## src/rtl/vend_multi_top.sv

```systemverilog
// Multi-product vending controller: coin credit, per-channel stock, timed dispense,
// change return and cancel/refund. All outputs are registered.
module vend_multi_top #(
    parameter int WIDTH       = 8,
    parameter int N_ITEMS     = 4,
    parameter int STOCK_W     = 4,
    parameter int INIT_STOCK  = 8,
    parameter int DISP_CYCLES = 16,
    localparam int IW         = $clog2(N_ITEMS)
) (
    input  logic                     clk,
    input  logic                     rst,
    input  logic                     coin_valid,
    input  logic [WIDTH-1:0]         coin_val,
    input  logic                     sel_valid,
    input  logic [IW-1:0]            sel_idx,
    input  logic [N_ITEMS*WIDTH-1:0] prices,
    input  logic                     cancel,
    input  logic                     restock,
    input  logic [IW-1:0]            restock_idx,
    output logic [WIDTH-1:0]         credit,
    output logic                     dispense,
    output logic [IW-1:0]            disp_idx,
    output logic                     change_valid,
    output logic [WIDTH-1:0]         change_amt,
    output logic                     coin_reject,
    output logic                     sel_err,
    output logic [N_ITEMS-1:0]       sold_out,
    output logic                     busy
);

    localparam int CW = $clog2(DISP_CYCLES + 1);

    typedef enum logic [1:0] {
        S_IDLE,
        S_COLLECT,
        S_DISPENSE,
        S_CHANGE
    } state_e;

    state_e               state_q, state_d;
    logic [WIDTH-1:0]     credit_q, credit_d;
    logic                 dispense_q, dispense_d;
    logic [IW-1:0]        disp_idx_q, disp_idx_d;
    logic                 change_valid_q, change_valid_d;
    logic [WIDTH-1:0]     change_amt_q, change_amt_d;
    logic                 coin_reject_q, coin_reject_d;
    logic                 sel_err_q, sel_err_d;
    logic [N_ITEMS-1:0]   sold_out_q, sold_out_d;
    logic                 busy_q, busy_d;
    logic [WIDTH-1:0]     pend_q, pend_d;
    logic [CW-1:0]        disp_cnt_q, disp_cnt_d;
    logic [STOCK_W-1:0]   stock_q [N_ITEMS];
    logic [STOCK_W-1:0]   stock_d [N_ITEMS];

    logic [WIDTH-1:0]     price_arr [N_ITEMS];
    logic                 in_window;
    logic                 sel_in_range;
    logic [IW-1:0]        sel_safe;
    logic [WIDTH:0]       coin_sum;
    logic                 do_refund;
    logic                 sel_ok;
    logic                 sel_bad;
    logic                 coin_ok;
    logic                 disp_done;

    for (genvar g = 0; g < N_ITEMS; g++) begin : g_price
        assign price_arr[g] = prices[g*WIDTH +: WIDTH];
    end

    // ------------------------------------------------------------------
    // State register and datapath flops
    // ------------------------------------------------------------------
    // NOTE: sequential state uses non-blocking assignments so every flop
    // samples the pre-edge value of every other flop.
    always_ff @(posedge clk) begin
        if (rst) begin
            state_q        <= S_IDLE;
            credit_q       <= '0;
            dispense_q     <= 1'b0;
            disp_idx_q     <= '0;
            change_valid_q <= 1'b0;
            change_amt_q   <= '0;
            coin_reject_q  <= 1'b0;
            sel_err_q      <= 1'b0;
            sold_out_q     <= (INIT_STOCK == 0) ? '1 : '0;
            busy_q         <= 1'b0;
            pend_q         <= '0;
            disp_cnt_q     <= '0;
            // NOTE: the stock table is a handful of flops, not a RAM, so it
            // can and must be reloaded on reset.
            for (int k = 0; k < N_ITEMS; k++) begin
                stock_q[k] <= STOCK_W'(INIT_STOCK);
            end
        end else begin
            state_q        <= state_d;
            credit_q       <= credit_d;
            dispense_q     <= dispense_d;
            disp_idx_q     <= disp_idx_d;
            change_valid_q <= change_valid_d;
            change_amt_q   <= change_amt_d;
            coin_reject_q  <= coin_reject_d;
            sel_err_q      <= sel_err_d;
            sold_out_q     <= sold_out_d;
            busy_q         <= busy_d;
            pend_q         <= pend_d;
            disp_cnt_q     <= disp_cnt_d;
            stock_q        <= stock_d;
        end
    end

    // ------------------------------------------------------------------
    // Event decode and next-state logic
    // ------------------------------------------------------------------
    // NOTE: every variable gets a default at the top of an always_comb so no
    // path leaves it unassigned and no latch is inferred.
    always_comb begin
        in_window    = (state_q == S_IDLE) || (state_q == S_COLLECT);
        sel_in_range = int'(sel_idx) < N_ITEMS;
        sel_safe     = sel_in_range ? sel_idx : '0;
        coin_sum     = {1'b0, credit_q} + {1'b0, coin_val};
        do_refund    = in_window && cancel && (state_q == S_COLLECT);
        // Selection is judged on pre-coin credit; cancel suppresses it silently.
        sel_ok       = in_window && !cancel && sel_valid && sel_in_range
                       && (stock_q[sel_safe] != '0)
                       && (credit_q >= price_arr[sel_safe]);
        sel_bad      = in_window && !cancel && sel_valid && !sel_ok;
        coin_ok      = in_window && coin_valid && !cancel && !sel_ok && !coin_sum[WIDTH];
        disp_done    = (state_q == S_DISPENSE) && (disp_cnt_q == '0);

        state_d = state_q;
        case (state_q)
            S_IDLE, S_COLLECT: begin
                if (do_refund) begin
                    state_d = S_IDLE;
                end else if (sel_ok) begin
                    state_d = S_DISPENSE;
                end else if (coin_ok && (coin_sum[WIDTH-1:0] != '0)) begin
                    state_d = S_COLLECT;
                end
            end
            S_DISPENSE: begin
                if (disp_done) begin
                    state_d = S_CHANGE;
                end
            end
            S_CHANGE: begin
                state_d = S_IDLE;
            end
            default: begin
                state_d = S_IDLE;
            end
        endcase
    end

    // ------------------------------------------------------------------
    // Output and datapath next values
    // ------------------------------------------------------------------
    always_comb begin
        credit_d       = credit_q;
        disp_idx_d     = disp_idx_q;
        change_valid_d = 1'b0;
        change_amt_d   = change_amt_q;
        coin_reject_d  = coin_valid && !coin_ok;
        sel_err_d      = sel_bad;
        pend_d         = pend_q;
        disp_cnt_d     = disp_cnt_q;
        stock_d        = stock_q;

        if (do_refund) begin
            change_valid_d = 1'b1;
            change_amt_d   = credit_q;
            credit_d       = '0;
        end else if (sel_ok) begin
            disp_idx_d        = sel_idx;
            pend_d            = credit_q - price_arr[sel_safe];
            stock_d[sel_safe] = stock_q[sel_safe] - STOCK_W'(1);
            disp_cnt_d        = CW'(DISP_CYCLES - 1);
        end else if (coin_ok) begin
            credit_d = coin_sum[WIDTH-1:0];
        end

        case (state_q)
            S_DISPENSE: begin
                if (disp_done) begin
                    change_valid_d = (pend_q != '0);
                    if (pend_q != '0) begin
                        change_amt_d = pend_q;
                    end
                end else begin
                    disp_cnt_d = disp_cnt_q - CW'(1);
                end
            end
            S_CHANGE: begin
                credit_d = '0;
            end
            default: begin
            end
        endcase

        // Restock is applied last so it wins over a same-cycle decrement.
        if (restock && (state_q == S_IDLE) && (int'(restock_idx) < N_ITEMS)) begin
            stock_d[restock_idx] = '1;
        end

        dispense_d = (state_d == S_DISPENSE);
        busy_d     = (state_d == S_DISPENSE) || (state_d == S_CHANGE);
        for (int k = 0; k < N_ITEMS; k++) begin
            sold_out_d[k] = (stock_d[k] == '0);
        end
    end

    assign credit       = credit_q;
    assign dispense     = dispense_q;
    assign disp_idx     = disp_idx_q;
    assign change_valid = change_valid_q;
    assign change_amt   = change_amt_q;
    assign coin_reject  = coin_reject_q;
    assign sel_err      = sel_err_q;
    assign sold_out     = sold_out_q;
    assign busy         = busy_q;

endmodule

```

## config.mk

```make
export PLATFORM = sky130hd
export DESIGN_NAME = vend_multi_top
export DESIGN_NICKNAME = d
export VERILOG_FILES = /design/src/rtl/vend_multi_top.sv
export SDC_FILE = /design/constraint.sdc
export NUM_CORES = 1
export LEC_CHECK = 0
export CORE_UTILIZATION = 35
export DETAILED_ROUTE_END_ITERATION = 16
export GPL_TIMING_DRIVEN = 1
export SLEW_MARGIN = 20
export SYNTH_ARGS = -nofsm -noshare
export SYNTH_HDL_FRONTEND = slang
export SYNTH_SLANG_ARGS = --single-unit
```

## constraint.sdc

```tcl
create_clock -name clk -period 3.9 [get_ports clk]
set_input_delay 0.39 -clock clk [delete_from_list [all_inputs] [get_ports clk]]
set_output_delay 0.39 -clock clk [all_outputs]
set_load 0.05 [all_outputs]
```

# Word-level counts from Yosys, hierarchy flattened
# Index checks and enable logic that the tools add are counted.
[op_classes]
n_addsub = 4
order_cmp = 5
n_eq_ne = 5
mux = 30
n_bitwise = 5
reduce_logical = 36
[ops]
columns = ["cell", "n"]
rows = [
  ["16-bit two-way mux", 3],
  ["8-bit two-way mux", 6],
  ["5-bit two-way mux", 4],
  ["1-bit logical AND", 17],
  ["8-bit binary-select mux with 2-bit select", 1],
  ["16-bit bitwise mux", 1],
  ["4-bit demux with 2-bit select", 2],
  ["4-bit logical NOT", 4],
  ["4-bit two-way mux", 4],
  ["16-bit bitwise OR", 1],
  ["8-bit nonzero test", 2],
  ["8-bit by 8-bit adder with 9-bit output", 1],
  ["4-bit binary-select mux with 2-bit select", 1],
  ["2-bit equality test, second input constant", 4],
  ["8-bit greater-or-equal comparator", 1],
  ["2-bit two-way mux", 4],
  ["8-bit subtractor", 1],
  ["3-bit greater-or-equal comparator, second input constant", 2],
  ["3-bit by 1-bit < comparator with 1-bit output, second input constant", 2],
  ["2-bit NOT with 3-bit output", 2],
  ["2-bit one-hot mux with 3 select lines", 1],
  ["5-bit logical NOT", 1],
  ["5-bit by 1-bit subtractor with 5-bit output, second input constant", 1],
  ["1-bit logical NOT", 4],
  ["other kinds (10)", 15],
]
[totals]
ff_bits = 58
inputBits = 50

# Longest topological paths before layout
[depth]
depth_word = 17
mapped_depth = 13
ltp_nobuf = 9

# Least setup slack after synthesis
# Ideal clock, no wire load.
[synth_path]
kind = "in2reg"
start = "in sel_idx[0]"
end = "reg sold_out_q[0] (netlist: sold_out[0])"
setup_time_ns = 0.115
t_arrival_ns = 3.567
required_time_ns = 3.785
path_slack_ns = 0.218
cell_stages = 11
path_cell_list = "buf_6 clkbuf_1 mux4_2 ha_1 fa_1 nand2b_1 a21oi_1 o2111ai_2 a21oi_2 mux2_1 and2_1"
[synth_via]
elab_chain_len = 12
[synth_rtl]
columns = ["item", "line", "source"]
rows = [
  ["start, declared", "16", "input logic [IW-1:0] sel_idx,"],
  ["2-bit NOT with 3-bit output (implied by the code) *", "125, 126, 177", ""],
  ["branches (longest 6 deep; another with 8-bit greater-or-equal comparator)", "n/a", ""],
  ["16-bit two-way mux *", "174", "end else if (sel_ok) begin"],
  ["16-bit two-way mux *", "170", "if (do_refund) begin"],
  ["16-bit bitwise OR (no source line)", "n/a", ""],
  ["16-bit two-way mux *", "202", "if (restock && (state_q == S_IDLE) && (int'(restock_idx) < N_ITEMS)) begin"],
  ["4-bit logical NOT *", "209", "sold_out_d[k] = (stock_d[k] == '0);"],
  ["end signal, assigned", "86", "sold_out_q <= (INIT_STOCK == 0) ? '1 : '0;"],
  ["end signal, assigned", "104", "sold_out_q <= sold_out_d;"],
  ["end, declared", "49", "logic [N_ITEMS-1:0] sold_out_q, sold_out_d;"],
]
# Every way passes the cells marked *. The select of a mux whose other input is x is not followed.
# A chain may end at the register's enable or synchronous reset.

# Worst setup path after layout
[layout_path]
start = "in sel_idx[0]"
end = "reg sold_out_q[3] (netlist: sold_out[3])"
# Same word-level chain as after synthesis.

==> parameters.txt <==
Parameter                              Value

STA
  Setup TNS ... 0 ps
  Setup clock skew after layout ... 11.13 ps
  Max frequency ... 290.7 MHz
  Setup repair after global routing missed its margin ... no
  Final period demand of the worst path ... 3440 ps
  Final setup slack of the worst path ... 459.6 ps
  Final-report hold violation count ... 0
  Number of setup violations in the final report ... 0
  Transition at the pin with the smallest max-transition slack ... 790.4 ps
  Headroom to the max-slew limit ... 0.4720
  Part of the cycle the worst path needs ... 0.8821
  Hold slack ... 459.6 ps
  Max-slew violation total from the final report ... 0

Hold path
  Hold WC Path Type ... flop to flop
  Worst hold path cell count ... 2
  Hold path startpoint ... disp_cnt_q[4]
  WHS Endpoint ... disp_cnt_q[4]

Route
  Overall routed net length ... 9240 microns
  Top routing layer used ... met4
  Average via count per standard cell ... 5.140
  Met3 routed WL ... 421 microns
  Number of remaining DRC errors ... 0
  Mean routed wirelength per cell ... 15.45 microns
  First drt pass iteration count ... 4
  DRC violation total after the first TritonRoute iteration ... 174
  Vias ... 3,074
  Detailed-routed wire length on met2 ... 4116 microns
  Routed Antenna Nets ... 0
  Routed length on met1 ... 4618 microns

Layout
  Filler cell count in the final layout ... 913
  Area used by multi-input combinational logic ... 2121 sq um
  Post-layout instance count excluding filler cells ... 598
  Antenna diode count ... 0
  Storage element area ... 1161 sq um
  Area Growth Syn to Fin ... 31.97%
  Share of final-layout standard cells stronger than drive strength 1 ... 0.1215
  Layout Nets ... 534

Setup path
  Reg2reg path depth ... 8
  Endpoint of the worst register-to-register path ... state_q[0]
  Crit path required time ... 4110 ps
  Beginning of the worst register-to-register path ... credit[0]
  Setup crit start ... sel_idx[0]
  Data arrival time of the critical path ... 3650 ps
  Highest fanout seen on the critical path ... 6
  Startpoint type of the worst setup path ... input port
  Internal reg-to-reg setup slack ... 1080 ps
  Crit end category ... flop
  Critical path start-end classification ... input port to flop

GRT
  Pin count of the biggest net entering global routing ... 23
  Number of antenna violations at the first check in global routing ... 0
  Wire length of the first global-routing pass ... 14,990 microns
  Global-route usage over all layers ... 0.1909
  Number of global-route vias before repair ... 2,971
  GRT Residual Overflow ... 0

Place
  Port Buf Inserts ... 76
  Worst Setup Slack post-DPL ... 92.39 ps
  Final estimated routing congestion in global placement ... 0.9005
  Detailed placement HPWL ... 7197 microns
  Inst Count DP ... 582

Die
  Chip width ... 101.4 microns
  Boundary pin count ... 77
  Core region area ... 9415 sq um
  Die area ... 10,270 sq um
  Die Ht ... 101.4 microns
  Rows ... 35
  Initial cell density of the core ... 0.3670

Clocking
  Clock tree from TritonCTS ... built
  Number of buffers inserted to repair setup after CTS ... 0
  CTS hold repair buffers ... 0
  Total number of H-tree levels ... 3
  Total clock buffers created by CTS ... 9
  # clock sinks ... 58
  Clk Tree Root Cell ... sky130_fd_sc_hd__clkbuf_8
  CTS clk-pin slew, worst paths ... 60 ps
  Post-cts repair resize count ... 0
  Clock latency of the later-clocked register in the worst-skew pair ... 330 ps
  Longest Clk Path Bufs ... 2

Synth
  Number of enable-type register cells in the synthesized netlist ... 0
  Fraction of registers with async set/reset ... 0
  Synthesis Warnings ... 0
  Top cells by area in the synthesized netlist ... sky130_fd_sc_hd__dfxtp_1 (34%), sky130_fd_sc_hd__mux2i_1 (8.1%), sky130_fd_sc_hd__mux4_2 (7.8%)
  Number of different library cells in the post-synthesis netlist ... 54
  Number of flip-flops and latches in the synthesized netlist ... 58
  Netlist area before placement ... 3456 sq um
  Seq/Total Area, Yosys ... 0.3360
  Syn nets ... 453
  Cell count after synthesis ... 383
  Portion of synthesized cell area occupied by the leading cell type ... 0.3360
  Post-synthesis area per instance ... 9.023 sq um
  Dominant cell type by area after synthesis ... sky130_fd_sc_hd__dfxtp_1
  Ys flop type ... sky130_fd_sc_hd__dfxtp_1

Status
  Result of the run ... finished, final reports clean

Power
  Leak ... 1.701 nW
  VDD IR-drop max ... 0.1088 mV
  Overall power consumption ... 0.001541 W
  Power density normalized to cell area ... 337.9 nW/um^2

Flow run
  Number of maximum-capacitance constraint violations ... 0
==> placed cells by master, fill, tap and decap left out, drive strengths merged, types with 8 or more instances in the layout <==
master | synthesis | layout
a21oi | 55 | 55
buf | 6 | 12
clkbuf | 12 | 11
clkdlybuf4s50 | 0 | 76
dfxtp | 58 | 58
ha | 18 | 18
inv | 22 | 22
mux2i | 28 | 28
mux4 | 12 | 12
nand2 | 25 | 25
nand3 | 8 | 8
nor2 | 36 | 36
nor4 | 8 | 8
o21ai | 8 | 8
==> worst max-delay path, stage by stage <==
cell	delay [ps]
sky130_fd_sc_hd__clkdlybuf4s50_1	590
sky130_fd_sc_hd__mux4_2	540
sky130_fd_sc_hd__ha_1	230
sky130_fd_sc_hd__fa_1	380
sky130_fd_sc_hd__nand2b_1	190
sky130_fd_sc_hd__a21oi_1	210
sky130_fd_sc_hd__o2111ai_2	300
sky130_fd_sc_hd__a21oi_2	460
sky130_fd_sc_hd__mux2i_1	300
sky130_fd_sc_hd__a31oi_1	60
==> power breakdown <==
| group | switching (W) | leakage [nW] | internal, W |
|---|---|---|---|
| registers | 0.0000317 | 0.471 | 0.000618 |
| logic | 0.000219 | 1.15 | 0.000187 |
| clock network | 0.000241 | 0.0851 | 0.000244 |
==> sequential cells by signal, indices dropped and copies added (netlist names), 2 cells and up <==
register,flops
state_q,2
stock_q,16
change_amt,8
credit,8
disp_idx,2
pend_q,8
sold_out,4
disp_cnt_q,5
==> synth_stat cells (2+ instances only) <==
cell type / number
sky130_fd_sc_hd__dfxtp_1: 58
sky130_fd_sc_hd__a21oi_1: 49
sky130_fd_sc_hd__nor2_1: 36
sky130_fd_sc_hd__mux2i_1: 28
sky130_fd_sc_hd__nand2_1: 24
sky130_fd_sc_hd__inv_1: 22
sky130_fd_sc_hd__ha_1: 18
sky130_fd_sc_hd__clkbuf_1: 12
sky130_fd_sc_hd__mux4_2: 12
sky130_fd_sc_hd__nand3_1: 8
sky130_fd_sc_hd__nor4_1: 8
sky130_fd_sc_hd__o21ai_0: 8
sky130_fd_sc_hd__a211oi_1: 6
sky130_fd_sc_hd__a21oi_2: 6
sky130_fd_sc_hd__nor3_1: 6
sky130_fd_sc_hd__xor2_1: 6
sky130_fd_sc_hd__nand2b_1: 5
sky130_fd_sc_hd__or2_2: 5
sky130_fd_sc_hd__or3_1: 5
sky130_fd_sc_hd__xnor2_1: 5
sky130_fd_sc_hd__a21o_1: 4
sky130_fd_sc_hd__and2_1: 4
sky130_fd_sc_hd__nand4_1: 4
sky130_fd_sc_hd__nor2b_1: 3
sky130_fd_sc_hd__o21a_1: 3
sky130_fd_sc_hd__o31ai_1: 3
sky130_fd_sc_hd__a221oi_1: 2
sky130_fd_sc_hd__a31oi_1: 2
sky130_fd_sc_hd__buf_4: 2
sky130_fd_sc_hd__buf_6: 2
sky130_fd_sc_hd__fa_1: 2
sky130_fd_sc_hd__nand3b_1: 2
sky130_fd_sc_hd__nand4b_1: 2
==> metrics by stage <==
stage               utilization  area [sq um]
floorplan                     -          3456
global placement         0.4662          4389
detailed placement       0.4662          4389
CTS                      0.4844          4561
global route             0.4844          4561
finish                   0.4844          4561
==> area by class of cell <==
cell class	count	area share
Clock buffer	11	0.03100
Clock inverter	5	0.006584
Inverter	22	0.01811
Multi-Input combinational cell	285	0.4650
Sequential cell	58	0.2546
Tap cell	129	0.03539
Timing Repair Buffer	88	0.1893
==> cell families after synthesis <==
group           count (synthesis)  share of synthesized area
compound gates                 95                     0.1752
xor+xnor                       11                    0.02788
fa+ha+maj                      20                    0.07676
buf+inv                        40                    0.05032
flops                          58                     0.3360
mux                            41                     0.1626
simple gates                  118                     0.1713
==> worst max path at each step <==
stage,to,slack [ps],depth (start not counted)
4_1_cts,sold_out[3],440,10
3_3_place_gp,sold_out[3],130,10
2_1_floorplan,sold_out[0],220,11
3_5_place_dp,sold_out[3],90,10
6_report,sold_out[3],460,10
5_1_grt,state_q[0],190,12
==> per-layer routing <==
layer,track usage,vias up
met1,0.2678,1422
li1,-,1554
met5,0,-
met4,0.05686,0
met2,0.3004,90
met3,0.03313,8
No activity file was read; power rests on OpenSTA's default activity.
